### src/rtl/pipe_reg_chain_pkg.sv
// Shared defaults and sizing helpers for the pipe_reg_chain register slice.
// Optional build macro PIPE_RESET_DATA_EN is consumed by pipe_reg_chain_stage.
package pipe_reg_chain_pkg;

    localparam int unsigned DEF_WIDTH  = 8;
    localparam int unsigned DEF_STAGES = 3;

    // Bits needed to count 0..stages held items.
    function automatic int unsigned occ_width(input int unsigned stages);
        return $clog2(stages + 1);
    endfunction

endpackage

### src/rtl/pipe_reg_chain_stage.sv
// One valid/data register of the pipeline with its load logic.
// Define PIPE_RESET_DATA_EN to also clear the data register on reset.
module pipe_reg_chain_stage
    import pipe_reg_chain_pkg::*;
#(
    parameter int unsigned WIDTH = DEF_WIDTH
) (
    input  logic             clk,
    input  logic             reset,
    input  logic             load,
    input  logic             in_vld,
    input  logic [WIDTH-1:0] in_dat,
    output logic             vld,
    output logic [WIDTH-1:0] dat
);

    logic dat_en;

    // Data only moves when a real item arrives, so bubbles never toggle it.
    assign dat_en = load & in_vld & ~reset;

    always_ff @(posedge clk) begin
        if (reset) begin
            vld <= 1'b0;
        end else if (load) begin
            vld <= in_vld;
        end
    end

`ifdef PIPE_RESET_DATA_EN
    always_ff @(posedge clk) begin
        if (reset) begin
            dat <= '0;
        end else if (dat_en) begin
            dat <= in_dat;
        end
    end
`else
    always_ff @(posedge clk) begin
        if (dat_en) begin
            dat <= in_dat;
        end
    end
`endif

endmodule

### src/rtl/pipe_reg_chain.sv
// STAGES-deep, WIDTH-bit valid/ready register pipeline with bubble collapsing.
// Build macro PIPE_RESET_DATA_EN (see pipe_reg_chain_stage) adds data reset.
module pipe_reg_chain
    import pipe_reg_chain_pkg::*;
#(
    parameter int unsigned WIDTH  = DEF_WIDTH,
    parameter int unsigned STAGES = DEF_STAGES
) (
    input  logic                              clk,
    input  logic                              reset,
    input  logic                              in_valid_i,
    output logic                              in_ready_o,
    input  logic [WIDTH-1:0]                  in_data_i,
    output logic                              out_valid_o,
    input  logic                              out_ready_i,
    output logic [WIDTH-1:0]                  out_data_o,
    output logic [occ_width(STAGES)-1:0]      occupancy_o
);

    localparam int unsigned OCC_W = occ_width(STAGES);

    logic [STAGES-1:0] vld;
    logic [STAGES-1:0] rdy;
    logic [WIDTH-1:0]  dat [STAGES];
    logic [OCC_W-1:0]  occ_q;
    logic              accept;
    logic              emit;

    for (genvar k = 0; k < STAGES; k++) begin : g_stage
        logic             stg_in_vld;
        logic [WIDTH-1:0] stg_in_dat;

        // Stage k can load if any slot at or after it is empty or the sink takes an item;
        // this is the unrolled form of rdy[k] = ~vld[k] | rdy[k+1].
        assign rdy[k] = out_ready_i | ~(&vld[STAGES-1:k]);

        if (k == 0) begin : g_head
            assign stg_in_vld = in_valid_i;
            assign stg_in_dat = in_data_i;
        end else begin : g_body
            assign stg_in_vld = vld[k-1];
            assign stg_in_dat = dat[k-1];
        end

        pipe_reg_chain_stage #(
            .WIDTH (WIDTH)
        ) u_stage (
            .clk    (clk),
            .reset  (reset),
            .load   (rdy[k]),
            .in_vld (stg_in_vld),
            .in_dat (stg_in_dat),
            .vld    (vld[k]),
            .dat    (dat[k])
        );
    end

    assign in_ready_o  = rdy[0] & ~reset;
    assign out_valid_o = vld[STAGES-1];
    assign out_data_o  = dat[STAGES-1];
    assign occupancy_o = occ_q;

    assign accept = in_valid_i & in_ready_o;
    assign emit   = vld[STAGES-1] & out_ready_i;

    // Occupancy only moves on an unpaired accept or emit.
    always_ff @(posedge clk) begin
        if (reset) begin
            occ_q <= '0;
        end else if (accept && !emit) begin
            occ_q <= occ_q + OCC_W'(1);
        end else if (emit && !accept) begin
            occ_q <= occ_q - OCC_W'(1);
        end
    end

endmodule

### config.mk
export PLATFORM = sky130hd
export DESIGN_NAME = pipe_reg_chain
export DESIGN_NICKNAME = d
export VERILOG_FILES = /design/src/rtl/pipe_reg_chain_pkg.sv /design/src/rtl/pipe_reg_chain_stage.sv /design/src/rtl/pipe_reg_chain.sv
export SDC_FILE = /design/constraint.sdc
export NUM_CORES = 1
export LEC_CHECK = 0
export CAP_MARGIN = 20
export CORE_MARGIN = 2
export CORE_UTILIZATION = 46
export DETAILED_ROUTE_END_ITERATION = 16
export PLACE_DENSITY_LB_ADDON = 0.3
export REMOVE_ABC_BUFFERS = 1
export SYNTH_ARGS = -nofsm -noshare
export SYNTH_HDL_FRONTEND = slang
export SYNTH_SLANG_ARGS = --single-unit
### constraint.sdc
create_clock -name clk -period 2.2 [get_ports clk]
set_input_delay 0.44 -clock clk [delete_from_list [all_inputs] [get_ports clk]]
set_output_delay 0.44 -clock clk [all_outputs]
set_load 0.02 [all_outputs]
# Word-level counts from Yosys, hierarchy flattened
# Cells that the tools add are included.
# W data, S select, Z words.
[word_totals]
regBits = 29
latchBits = 0
ramBits = 0
mem_bits_ro = 0
inputBits = 12
elab_cells = 34
memories = 0
[op_classes]
add_sub_neg = 2
multipliers = 0
div = 0
order_cmp = 0
n_eq_ne = 0
shifts = 0
muxes = 2
bitwise_logic = 16
n_reduce_logical = 7
[op_table]
columns = ["op", "n"]
rows = [
  ["$and A1 B1 Y1", 9],
  ["$mux W2", 2],
  ["$not A1 Y1", 4],
  ["$or A1 B1 Y1", 3],
  ["$reduce_and A3 Y1", 1],
  ["$add A2 B1 Y2 const B", 1],
  ["$logic_and A1 B1 Y1", 2],
  ["$logic_not A1 Y1", 2],
  ["$reduce_and A2 Y1", 1],
  ["$reduce_bool A2 Y1", 1],
  ["$sub A2 B1 Y2 const B", 1],
]

# Depth between registers and ports, before layout
# Gate-level depths: netlist of the first run.
[depth]
ltp_word = 9
depth_mapped = 7
ltp_nobuf = 7

# Cells and area by module
# From an unflattened synthesis of the first run, not the netlist that was laid out.
[hier_totals]
cells_unflattened = 54
area_unflattened_um2 = 977.2
[modules_own_cells]
columns = ["mod", "n_inst", "cells_per_inst", "area_each_um2", "seq_area_each_um2"]
rows = [
  ["pipe_reg_chain_stage", 3, 13, 282.8, 260.2],
  ["pipe_reg_chain", 1, 15, 128.9, 40.0],
]

# Worst setup path after synthesis of the first run
# OpenSTA, ideal clock, no wires.
[synth_timing]
path_type = "register -> register"
start = "register g_stage[2].u_stage.vld"
end = "register occ_q[1], in the netlist occupancy_o[1]"
arrival_time_ps = 1972
t_required_ps = 2130
setup_slack_ps = 158
stages_incl_launch_ff = 7
n_path_buf = 0
period_less_slack_ps = 2042
cell_sequence = "dfxtp_1 > nor2b_2 > a31oi_1 > and2_1 > ha_1 > or3_1 > a21oi_1"
[synth_between]
elab_chain_len = 8
word_cells_on_any_way = 12
classes_between = "1 x mux; 5 x bitwise; 6 x reduce/logical"
[synth_lines]
columns = ["item", "line_no", "rtl"]
rows = [
  ["start, declared", "pipe_reg_chain_stage.sv:13", "output logic vld,"],
  ["start signal, assigned", "pipe_reg_chain_stage.sv:26", "vld <= in_vld;"],
  ["$reduce_and A3 Y1 (*)", "pipe_reg_chain.sv:35", "assign rdy[k] = out_ready_i | ~(&vld[STAGES-1:k]);"],
  ["$not A1 Y1 (*)", "pipe_reg_chain.sv:35", ""],
  ["$or A1 B1 Y1 (*)", "pipe_reg_chain.sv:35", ""],
  ["$and A1 B1 Y1 (*)", "pipe_reg_chain.sv:58", "assign in_ready_o = rdy[0] & ~reset;"],
  ["named net in_ready_o", "pipe_reg_chain.sv:12", "output logic in_ready_o,"],
  ["$and A1 B1 Y1 (*)", "pipe_reg_chain.sv:63", "assign accept = in_valid_i & in_ready_o;"],
  ["$logic_not A1 Y1", "pipe_reg_chain.sv:72", "end else if (emit && !accept) begin"],
  ["$logic_and A1 B1 Y1", "pipe_reg_chain.sv:72", ""],
  ["$reduce_bool A2 Y1 (no line)", "n/a", ""],
  ["end signal, assigned", "pipe_reg_chain.sv:71", "occ_q <= occ_q + OCC_W'(1);"],
  ["end signal, assigned", "pipe_reg_chain.sv:73", "occ_q <= occ_q - OCC_W'(1);"],
  ["end, declared", "pipe_reg_chain.sv:25", "logic [OCC_W-1:0] occ_q;"],
]
# Mark *: on every way through the listed nets, which the timed path passes. The rest lies on a longest branch.
# A chain may end at the register's enable or synchronous reset.

# Final worst setup path of the first run
[layout_timing]
start = "input port out_ready_i"
end = "output port in_ready_o"
[layout_between]
elab_chain_len = 2
[layout_lines]
columns = ["item", "line_no", "rtl"]
rows = [
  ["start, declared", "pipe_reg_chain.sv:15", "input logic out_ready_i,"],
  ["$or A1 B1 Y1", "pipe_reg_chain.sv:35", ""],
  ["$and A1 B1 Y1", "pipe_reg_chain.sv:58", ""],
  ["end, declared", "pipe_reg_chain.sv:12", ""],
]
# Every way passes these cells.

==> results of run 1 <==
[cells by family (layout without fill, tap and decap cells)]
kind of cell             count (synthesis)  in the layout  synth area share, %
AO/OA/AOI/OAI                            6              6                 3.42
XOR/XNOR                                 2              2                 1.84
adder cells (fa/ha/maj)                  1              1                 1.32
buffers and inverters                    1             36                0.394
flip-flops                              29             29                 86.3
AND/OR/NAND/NOR                         12             12                 6.71
[power by group]
group	internal (mW)	switching (mW)	leakage, nW
Combinational	0.0425	0.0332	0.164
Sequential	0.615	0.00899	0.262
Clock	0.127	0.149	0.0265
Total	0.784	0.192	0.453
[state kept, by name, summed over array words and instances, names as in the netlist]
name                 flops
g_stage.u_stage.vld      3
g_stage.u_stage.dat     24
occupancy_o              2
[cells in the mapped netlist]
cell      instances  share of area, %
dfxtp_1           5                11
nand2b_1          1              0.66
a31oi_1           2               1.3
edfxtp_1         24                76
nor2b_2           1              0.92
and2_1            2               1.3
nor3b_1           1              0.79
or3_1             1              0.66
clkbuf_1          1              0.39
a21oi_1           3               1.6
nor2_1            5               2.0
o21ai_0           1              0.53
ha_1              1               1.3
nand2_1           1              0.39
xor2_1            2               1.8
[layer usage]
metal / wire, um / GRT usage, % / vias to the layer above
li1: - / - / 255
met1: 449 / 13.0 / 210
met2: 598 / 18.2 / 20
met3: 92 / 5.45 / 2
met4: 23 / 8.33 / 0
met5: 0 / 0 / -
[layout make-up]
cell class	instances	area [um2]	share of cell area, %
timing repair buffer	28	267	20.6
tap	27	33.8	2.61
sequential	29	821	63.3
clock buffer	8	48.8	3.76
multi-input combinational	21	126	9.75
[worst max-delay path by stage]
| stage | startpoint | end | depth (start not counted) |
|---|---|---|---|
| floorplan | g_stage[2].u_stage.vld | occupancy_o[1] | 6 |
| global placement | out_ready_i | in_ready_o | 4 |
| detailed placement | out_ready_i | in_ready_o | 4 |
| CTS | out_ready_i | in_ready_o | 4 |
| global route | out_ready_i | in_ready_o | 4 |
| finish | out_ready_i | in_ready_o | 4 |
==> results.ini, run 1 <==
[synthesis]
synth.yosys.seq_area_share_pct = 86.3
ys_warn_count = 0
synth_area_um2 = 951
avgSynthCellArea_um2 = 18.6
synth_cells = 51
ys_ff_latch = 29
synth_cell_types = 15

[worst_setup_path]
crit_fanout = 3
crit_slowest_cell = clkdlybuf4s50_1
r2r_end = occupancy_o[1]
worst_ep_required_time_ns = 1.76
criticalPathCategory = input port to primary output
r2r_slack_ns = 0.50
worstRegToRegCells = 6
path_delay_family = buffers and inverters
start_kind = input port
endpoint_kind = primary output
r2r_start = g_stage[2].u_stage.vld
cp_cell_sequence = clkdlybuf4s50_1 -> nor2b_2 -> a31oi_1 -> dlygate4sd2_1
path_buf_inv = 2
worstPathArrival_ns = 1.55
max_stage_delay_ns = 0.49

[sta]
fin_crit_sh_pct = 90.6
relSlewSlack_pct = 75.5
fin_tns_setup_ns = 0
setup_ws_ns = 0.208
fmax_mhz = 502
drv_slew = 0
worstMarginPinSlew_ns = 0.367
fin_worst_skew_ns = 0.00584
rsz0062_at_grt = false
min_period_ns = 1.99
finalSetupViolCount = 0
hold_ws_ns = 0.421
hold_viol = 0

[cells_and_area]
design_area_um2 = 1300
final_cell_mix = edfxtp_1 (24), clkdlybuf4s50_1 (22)
final_layout_size_suffix_gt1_share_pct = 12.8
nets = 98
area_delta_synth_final_pct = 36.3
final_common_cell = edfxtp_1
n_antenna_cell = 0
finalNonFillerCells = 113
fin_util_pct = 66.1
fillers = 160

[clock_network]
cts.sinks = 29
clockBufferDepth = 2
cts_tree = built
numCtsBuffers = 5
htreeDepth = 2
clk_latency_ns = 0.31
clk_pin_slew_ns = 0.07
cts_hold_buf = 0
ctsResizeCount = 1
cts_root_buf = clkbuf_4
post_cts_buffers = 0

[placement]
post-place-ws_ns = -0.0822
gp_congestion = 0.690
dpl_cell_area_um2 = 1250
dp_cells = 105
portBuffers = 23

[power]
powerDensity_nw_per_um2 = 753
ir_worst_vdd_uv = 479
p_leak_nw = 0.453
total_power_mw = 0.976

[routing]
dr.pass1.iters = 2
vias = 487
via_per_inst = 4.31
wirelength_mm = 1.16
route.detailed.wl_per_inst_um = 10.3
drtAntennaViolNets = 0
drtIter0Drc = 1
remaining_drc_errors = 0

[floorplanning]
num_rows = 16
start_util_pct = 48.5
ioPinCount = 24
fp.dieW_um = 49.5
die_h_um = 49.5
die_area_um2 = 2450
core_area_um2 = 1960

[global_routing]
gr-total-overflow = 0
antenna_found_initial = 0
grt_use_total_pct = 11.9
grt_pass1_vias = 480
grt_pass1_wl_mm = 2.01
grt_max_degree = 9

[min_path]
hold_path_class = register to register
hold_path.startpoint = g_stage[1].u_stage.dat[6]
hold_end = g_stage[2].u_stage.dat[6]
min_path_cells = 0

[status]
run_status = complete, no violations

[flow_run]
drv_cap = 0

Note: power is estimated with default switching activity, not from simulation.
==> run 2: changes to the inputs <==
PLACE_DENSITY = 0.72   (was not set)
PLACE_DENSITY_LB_ADDON = not set   (was 0.3)
SYNTH_HIERARCHICAL = 1   (was not set)
==> results.ini, run 2 <==
[placement]
dp_cells = 109
place_hpwl_um = 871
post-place-ws_ns = -0.164
gp_congestion = 0.815
portBuffers = 23

[clock_network]
htreeDepth = 2
clk_latency_ns = 0.31
clk_pin_slew_ns = 0.08
cts_root_buf = clkbuf_4
clockBufferDepth = 2
numCtsBuffers = 5
post_cts_buffers = 0
cts.sinks = 29
cts_tree = built

[worst_setup_path]
worstRegToRegCells = 6
start_kind = input port
crit_path_start = out_ready_i
criticalPathCategory = input port to primary output
crit_fanout = 4
r2r_end = occupancy_o[1]
r2r_slack_ns = 0.39
endpoint_kind = primary output
worst_ep_required_time_ns = 1.76
cp-endpoint = in_ready_o
r2r_start = g_stage[2].u_stage/vld
worstPathArrival_ns = 1.66

[global_routing]
grt_max_degree = 10
grt_pass1_wl_mm = 1.99
gr-total-overflow = 0
grt_pass1_vias = 499
grt_use_total_pct = 11.6
antenna_found_initial = 0

[routing]
remaining_drc_errors = 0
drtAntennaViolNets = 0
vias = 538
dr.pass1.iters = 4
via_per_inst = 4.60
wirelength_mm = 1.19
route.detailed.wl_per_inst_um = 10.1
drtIter0Drc = 10

[synthesis]
synth_area_um2 = 977
synth_top_cells_by_area = edfxtp_1 (74%), dfxtp_1 (10%), a21oi_2 (2.7%), nand2b_1 (2.6%), xor2_1 (1.8%)
synthTopCellsByCount = edfxtp_1 (24), dfxtp_1 (5), nand2_1 (4), nand2b_1 (4), nor2_1 (4)
synth_ff_type = edfxtp_1
ys_async_sr_fraction_pct = 0
synth_edf_count = 24
avgSynthCellArea_um2 = 18.1
synth_top_area_share_pct = 73.8
synth.yosys.seq_area_share_pct = 84.0
synth.largest_area_cell = edfxtp_1
ys_ff_latch = 29
synth_cell_types = 15
yosysMostFrequentCell = edfxtp_1
ys_warn_count = 6
synth_cells = 54

[power]
total_power_mw = 1.09
p_leak_nw = 0.470
powerDensity_nw_per_um2 = 809
ir_worst_vdd_uv = 643

[sta]
min_period_ns = 2.10
hold_viol = 0
worstMarginPinSlew_ns = 0.211
fmax_mhz = 477
rsz0062_at_grt = false
finalSetupViolCount = 0
drv_slew = 0
setup_ws_ns = 0.103
relSlewSlack_pct = 85.9
fin_worst_skew_ns = 0.00627
fin_crit_sh_pct = 95.3

[cells_and_area]
final_common_cell = edfxtp_1
fillers = 139
regArea_um2 = 821
largest_reg_flops = 24
final_layout_size_suffix_gt1_share_pct = 15.6
area_delta_synth_final_pct = 38.4
final_cell_mix = edfxtp_1 (24), clkdlybuf4s50_1 (22), clkbuf_4 (5), buf_4 (5), dfxtp_1 (5)
nets = 102
finalNonFillerCells = 117
top_register = g_stage.u_stage/dat
n_antenna_cell = 0
multiInputGateArea_um2 = 156

[floorplanning]
start_util_pct = 49.3
die_h_um = 50.1
die_area_um2 = 2510
num_rows = 16
core_area_um2 = 1980
fp.dieW_um = 50.1
ioPinCount = 24

[min_path]
hold_path_class = register to register

[status]
run_status = complete, no violations

[flow_run]
drv_cap = 0

[run 2: cell type report]
cell class / instances / area share [%]
Clock buffer: 6 / 3.05
Tap cell: 27 / 2.50
Multi-Input combinational cell: 25 / 11.6
Clock inverter: 2 / 2.50
Timing Repair Buffer: 28 / 19.7
Sequential cell: 29 / 60.7
[run 2: where the power goes]
group          total, mW  internal (mW)  switching (mW)
Combinational     0.0707         0.0402          0.0305
Clock              0.400          0.236           0.164
Sequential         0.623          0.614         0.00870
Total               1.09          0.890           0.203
[run 2: kinds of logic (layout without fill, tap and decap cells)]
logic type	count (synthesis)	in the layout	share of synthesized area (%)
flops	29	29	84.0
buf+inv	0	36	0
xor+xnor	2	2	1.79
fa+ha+maj	1	1	1.28
simple gates	17	17	9.22
compound gates	5	5	3.71
[run 2: timing repair]
item / CTS / global route
resized for setup: 1 / 0
setup endpoints to repair: 1 / 0
hold buffers: 0 / 0
[run 2: metrics by stage]
stage	area, um2	hold WS (ns)	setup TNS (ns)	utilization, %
2_1_floorplan	977	0.400	0	-
3_3_place_gp	1280	0.403	-0.131	64.5
5_1_grt	1350	0.437	0	68.2
3_5_place_dp	1280	0.405	-0.325	64.5
4_1_cts	1350	0.422	0	68.2
6_report	1350	0.416	0	68.2
[run 2: layer usage]
layer  GRT usage, %  share of wire, %  vias to the layer above
met5              0                 0                        -
met3           6.67               8.0                        5
met2           17.1                48                       22
met4           8.80               3.3                        0
met1           12.0                40                      241
li1               -                 -                      270
[run 2: worst min path at each step]
| stage | startpoint | endpoint | cells after the start |
|---|---|---|---|
| after floorplan | g_stage[0].u_stage/dat[0] | g_stage[1].u_stage/dat[0] | 0 |
| after global placement | g_stage[1].u_stage/dat[6] | g_stage[2].u_stage/dat[6] | 0 |
| after detailed placement | g_stage[1].u_stage/dat[1] | g_stage[2].u_stage/dat[1] | 0 |
| after CTS | g_stage[0].u_stage/dat[5] | g_stage[1].u_stage/dat[5] | 0 |
| after global routing | g_stage[0].u_stage/dat[5] | g_stage[1].u_stage/dat[5] | 0 |
| final | g_stage[0].u_stage/dat[5] | g_stage[1].u_stage/dat[5] | 0 |
[run 2: critical path: stages]
cell	delay (ns)
clkdlybuf4s50_1	0.52
nand4b_1	0.17
nor2b_1	0.17
dlygate4sd2_1	0.36
